[src/rtl/riscv_fetch_fifo_pkg.sv]
// Shared definitions for the fetch-to-issue instruction queue: default depth,
// fetch bundle field offsets and the stored entry layout.
package riscv_fetch_fifo_pkg;

  localparam int FETCH_FIFO_DEPTH_DEFAULT = 8;
  localparam int INSTR_W                  = 32;
  localparam int FETCH_LO_INSTR           = 0;
  localparam int FETCH_HI_INSTR           = 32;

  typedef struct packed {
    logic [31:0]        pc;
    logic [INSTR_W-1:0] instr;
    logic               fault;
  } fetch_entry_t;

endpackage

[src/rtl/riscv_fetch_fifo_chk.sv]
// Protocol checker for the issue side: pop count must be legal and never
// exceed the number of entries presented to the decoders.
module riscv_fetch_fifo_chk #(
  parameter int PTR_W = 3
) (
  input logic             clk_i,
  input logic             rst_i,
  input logic [1:0]       issue_pop_i,
  input logic [PTR_W:0]   count_i
);

  logic [1:0] w_valid_n;

  assign w_valid_n = (count_i >= (PTR_W+1)'(2)) ? 2'd2 : count_i[1:0];

  a_pop_not_three: assert property (@(posedge clk_i) disable iff (rst_i)
    issue_pop_i != 2'd3);

  a_pop_within_valid: assert property (@(posedge clk_i) disable iff (rst_i)
    issue_pop_i <= w_valid_n);

endmodule

[src/rtl/riscv_fetch_fifo.sv]
// Dual-issue instruction queue: splits 64-bit fetch bundles into single
// instructions and presents the two oldest to decode each cycle.
module riscv_fetch_fifo
  import riscv_fetch_fifo_pkg::*;
#(
  parameter int DEPTH = FETCH_FIFO_DEPTH_DEFAULT,
  parameter int PTR_W = $clog2(DEPTH)
) (
  input  logic               clk_i,
  input  logic               rst_i,
  input  logic               flush_i,
  input  logic               fetch_valid_i,
  output logic               fetch_accept_o,
  input  logic [31:0]        fetch_pc_i,
  input  logic [63:0]        fetch_instr_i,
  input  logic               fetch_fault_i,
  output logic               issue0_valid_o,
  output logic [31:0]        issue0_pc_o,
  output logic [31:0]        issue0_instr_o,
  output logic               issue0_fault_o,
  output logic               issue1_valid_o,
  output logic [31:0]        issue1_pc_o,
  output logic [31:0]        issue1_instr_o,
  output logic               issue1_fault_o,
  input  logic [1:0]         issue_pop_i,
  output logic [PTR_W:0]     count_o
);

  // Accept is a function of count alone so fetch never sees a data-dependent stall.
  localparam logic [PTR_W:0] LP_ACCEPT_MAX = (PTR_W+1)'(DEPTH - 2);

  fetch_entry_t       r_mem [DEPTH];
  logic [PTR_W-1:0]   r_rd_ptr;
  logic [PTR_W-1:0]   r_wr_ptr;
  logic [PTR_W:0]     r_count;

  logic               w_push;
  logic               w_push_one;
  logic [1:0]         w_push_n;
  logic [1:0]         w_avail;
  logic [1:0]         w_pop_n;
  logic [PTR_W-1:0]   w_rd_ptr1;
  logic [INSTR_W-1:0] w_lo_instr;
  logic [INSTR_W-1:0] w_hi_instr;

  function automatic logic [PTR_W-1:0] ptr_add(input logic [PTR_W-1:0] p,
                                               input logic [1:0]       n);
    return p + PTR_W'(n);
  endfunction

  always_comb begin
    w_lo_instr = fetch_instr_i[FETCH_LO_INSTR +: INSTR_W];
    w_hi_instr = fetch_instr_i[FETCH_HI_INSTR +: INSTR_W];
    w_push     = fetch_valid_i && fetch_accept_o && !flush_i;
    w_push_one = fetch_pc_i[2];
    if (!w_push) begin
      w_push_n = 2'd0;
    end else if (w_push_one) begin
      w_push_n = 2'd1;
    end else begin
      w_push_n = 2'd2;
    end
    if (r_count >= (PTR_W+1)'(2)) begin
      w_avail = 2'd2;
    end else begin
      w_avail = r_count[1:0];
    end
    // Clamp also maps the illegal value 3 onto the available count.
    w_pop_n   = (issue_pop_i > w_avail) ? w_avail : issue_pop_i;
    w_rd_ptr1 = ptr_add(r_rd_ptr, 2'd1);
  end

  assign fetch_accept_o = (r_count <= LP_ACCEPT_MAX);
  assign count_o        = r_count;

  assign issue0_valid_o = (r_count >= (PTR_W+1)'(1));
  assign issue0_pc_o    = r_mem[r_rd_ptr].pc;
  assign issue0_instr_o = r_mem[r_rd_ptr].instr;
  assign issue0_fault_o = r_mem[r_rd_ptr].fault;
  assign issue1_valid_o = (r_count >= (PTR_W+1)'(2));
  assign issue1_pc_o    = r_mem[w_rd_ptr1].pc;
  assign issue1_instr_o = r_mem[w_rd_ptr1].instr;
  assign issue1_fault_o = r_mem[w_rd_ptr1].fault;

  always_ff @(posedge clk_i or posedge rst_i) begin
    if (rst_i) begin
      r_rd_ptr <= '0;
      r_wr_ptr <= '0;
      r_count  <= '0;
    end else if (flush_i) begin
      r_rd_ptr <= '0;
      r_wr_ptr <= '0;
      r_count  <= '0;
    end else begin
      r_wr_ptr <= ptr_add(r_wr_ptr, w_push_n);
      r_rd_ptr <= ptr_add(r_rd_ptr, w_pop_n);
      r_count  <= r_count + (PTR_W+1)'(w_push_n) - (PTR_W+1)'(w_pop_n);
    end
  end

  // Entry storage is deliberately unreset; valids gate its visibility.
  always_ff @(posedge clk_i) begin
    if (w_push && !rst_i) begin
      if (w_push_one) begin
        r_mem[r_wr_ptr] <= '{pc: fetch_pc_i, instr: w_hi_instr, fault: fetch_fault_i};
      end else begin
        r_mem[r_wr_ptr] <= '{pc: fetch_pc_i, instr: w_lo_instr, fault: fetch_fault_i};
        r_mem[ptr_add(r_wr_ptr, 2'd1)] <=
          '{pc: fetch_pc_i + 32'd4, instr: w_hi_instr, fault: fetch_fault_i};
      end
    end
  end

  riscv_fetch_fifo_chk #(.PTR_W(PTR_W)) u_chk (
    .clk_i       (clk_i),
    .rst_i       (rst_i),
    .issue_pop_i (issue_pop_i),
    .count_i     (r_count)
  );

endmodule

[config.mk]
export PLATFORM = sky130hd
export DESIGN_NAME = riscv_fetch_fifo
export DESIGN_NICKNAME = d
export VERILOG_FILES = /design/src/rtl/riscv_fetch_fifo_pkg.sv /design/src/rtl/riscv_fetch_fifo_chk.sv /design/src/rtl/riscv_fetch_fifo.sv
export SDC_FILE = /design/constraint.sdc
export NUM_CORES = 1
export LEC_CHECK = 0
export ABC_AREA = 1
export CAP_MARGIN = 20
export CORE_ASPECT_RATIO = 0.7
export CORE_UTILIZATION = 30
export CTS_CLUSTER_SIZE = 20
export DETAILED_ROUTE_END_ITERATION = 6
export DONT_BUFFER_PORTS = 1
export PLACE_DENSITY = 0.42
export REMOVE_ABC_BUFFERS = 1
export SYNTH_ARGS = -nofsm -noshare
export SYNTH_HDL_FRONTEND = slang
export SYNTH_SLANG_ARGS = --single-unit
[constraint.sdc]
create_clock -name clk_i -period 20.5 [get_ports clk_i]
set_input_delay 1.025 -clock clk_i [delete_from_list [all_inputs] [get_ports clk_i]]
set_output_delay 1.025 -clock clk_i [all_outputs]
set_load 0.01 [all_outputs]
==> run metrics <==
die height=275.8 microns; Starting Density=0.3025; worst setup path category=reg2out; total wire length=131,000 microns; drt pass-1 iters=7; number of synthesized register bits=530; Worst Hold Class=in2async; hold_buf cts=0; Starting DRT DRC Count=about 2,800; clk_lat worst skew=0.65 ns; Max rail drop VDD=0.09527 mV; Switching Fraction=0.4427; Post-Syn Area=32,140 sq um; average wire per cell in the routed design=24.54 microns; setup TNS=0 ns; design area=roughly 35,000 sq um; EDFF count, synth=520; vias in the first global route=25,640; Fill cells=11,090; Post-synth ARST share=0.01887; die extent in x=393.2 microns; grt ovf=0; CTS root buf=clkbuf_16; nets=roughly 4,000; top cells by count, synth=1,093 x nand2_1, 728 x o21ai_0, 520 x edfxtp_1, 371 x nand3_1, 367 x nor2_1; Netlist cell types=30; initial antenna violation count=0; pin count of the biggest net entering global routing=257; Power, Total=0.004333 W; Worst Skew=~0.022 ns; hold slack final=~0.35 ns; sequential power share=0.295; status=complete, no violations; clock power share=0.270; Max-Cap Viols=0; crit path launch type=register; syn avg cell area=7.678 sq um; Sink Count=530; first-pass GRT wire length=186,900 microns; most frequent cell after synthesis=nand2_1; TritonCTS Buffers=67; CTS HTree Levels=3; largest area contributor in the netlist=edfxtp_1; Seq/Total Area, Yosys=0.4937; Comb pwr share=0.435; Worst Path Required=~20 ns; area grow syn2layout=8.121%; Most used DFF post-synth=edfxtp_1; post-CTS setup buffer count=0; final hold viol count=0; DRC=0; io pins=240; Pwr Density=124.7 nW/um^2; core area=~110,000 sq um; Vias=~28,000; num rows=100; cells after synthesis=4,186; CTS-repair resized insts=0; Crit. End Element=output pin; Crit path arrival time=around 4.5 ns; Yosys top cell area share=0.4859; leakage power=13.46 nW; maximum fanout along the worst path=224; Internal=0.002415 W; clock slew at reported path FFs=0.05 ns; CTS max path bufs=3; sw power=0.001918 W; placer's final routability congestion estimate=about 0.8; top cells by area, synth=edfxtp_1 49%, nand2_1 13%, o21ai_0 11%; port buffer count=0; Total GRT Usage=0.2365; period utilisation layout=0.2701; minimum clock period=5.538 ns; Antenna Cells=0; layout cells sized above 1=0.04578; final setup fails=0; Worst Tran Pin Value=1.284 ns; Slew Limit Fails=0; fmax=between 0.15 and 0.2 GHz; vias per cell=5.267; TritonCTS clock tree=yes; antenna viol nets, final=0; Synthesis Warnings=0; Rel. slew slack=0.1439; hpwl dp=between 70,000 and 80,000 microns; Placed Area=32,650 sq um; RSZ-0062 raised after global routing=no; die area=108,500 sq um
-- sequential cells by signal (all words and copies together) (netlist names) --
register / flops
r_rd_ptr: 3
r_wr_ptr: 3
r_mem: 520
count_o: 4
-- worst paths after layout --
kind / from / end / slack [ns] / cells after the start
max: r_rd_ptr[0] / issue0_instr_o[15] / 14.96 / 9
min: rst_i / r_rd_ptr[0] / 0.35 / 1
max reg2reg: count_o[3] / r_mem[4][18] / 15.87 / 14
min reg2reg: count_o[3] / count_o[3] / 0.77 / 3
max in group asynchronous: rst_i / r_rd_ptr[2] / 19.69 / 1
min in group clk_i: flush_i / r_rd_ptr[1] / 0.45 / 1
-- power by group through the flow --
stage	logic [W]	clock network, W	registers [W]
2_1_floorplan	0.00125	0	0.00136
3_3_place_gp	0.00189	0	0.00130
3_5_place_dp	0.00188	0	0.00130
4_1_cts	0.00189	0.00120	0.00128
5_1_grt	0.00209	0.00123	0.00128
6_report	0.00188	0.00117	0.00128
-- layout by cell type, fill, tap and decap left out, types with 52 or more instances in the layout --
cell type / instances
clkbuf_16: 71
nand2_1: 1093
a21oi_1: 263
o21a_1: 65
inv_1: 228
nor2_1: 367
o21ai_0: 720
nand3_1: 370
buf_4: 52
edfxtp_1: 520
-- worst max-delay path: stages, from the launching register on --
cell and delay, ns:
dfrtp_4 0.76, inv_8 0.82, buf_12 0.72, buf_4 0.48, buf_16 0.33, a21oi_1 0.11
o21ai_0 0.12, o21ai_0 0.12, nand2_1 0.09, nand2_1 0.13
-- through the flow --
stage                       util  std cells  setup WS [ns]
final                     0.3271       5338          14.96
after global routing      0.3271       5338          14.64
after CTS                 0.3269       5337          14.61
after detailed placement  0.3073       5220          15.32
after global placement    0.3073       5220          15.33
after floorplan                -       3738          2.078
-- final cells by class --
type / count / area (sq um) / share of cell area
clock inverters: 29 / 232.7 / 0.006697
multi-input cells: 2966 / 13630 / 0.3923
well taps: 1428 / 1787 / 0.05142
inverters: 242 / 922.1 / 0.02654
repair buffers: 55 / 457.9 / 0.01318
flip-flops and latches: 530 / 15880 / 0.4569
clock buffers: 88 / 1841 / 0.05297
-- routing by layer --
layer  vias up  share of wire  track usage
li1      13340              -            -
met1     13560           0.45       0.3287
met2      1041           0.46       0.3792
met3       176          0.071      0.04329
met4         0          0.021      0.05714
met5         -              0            0
-- logic make-up after synthesis --
group	count (synthesis)	synth area share
simple gates	1844	0.2342
compound gates	1094	0.1756
fa+ha+maj	16	0.007163
flops	530	0.4937
xor+xnor	12	0.003270
buf+inv	690	0.08612
Power figures use the tool's default switching activity.
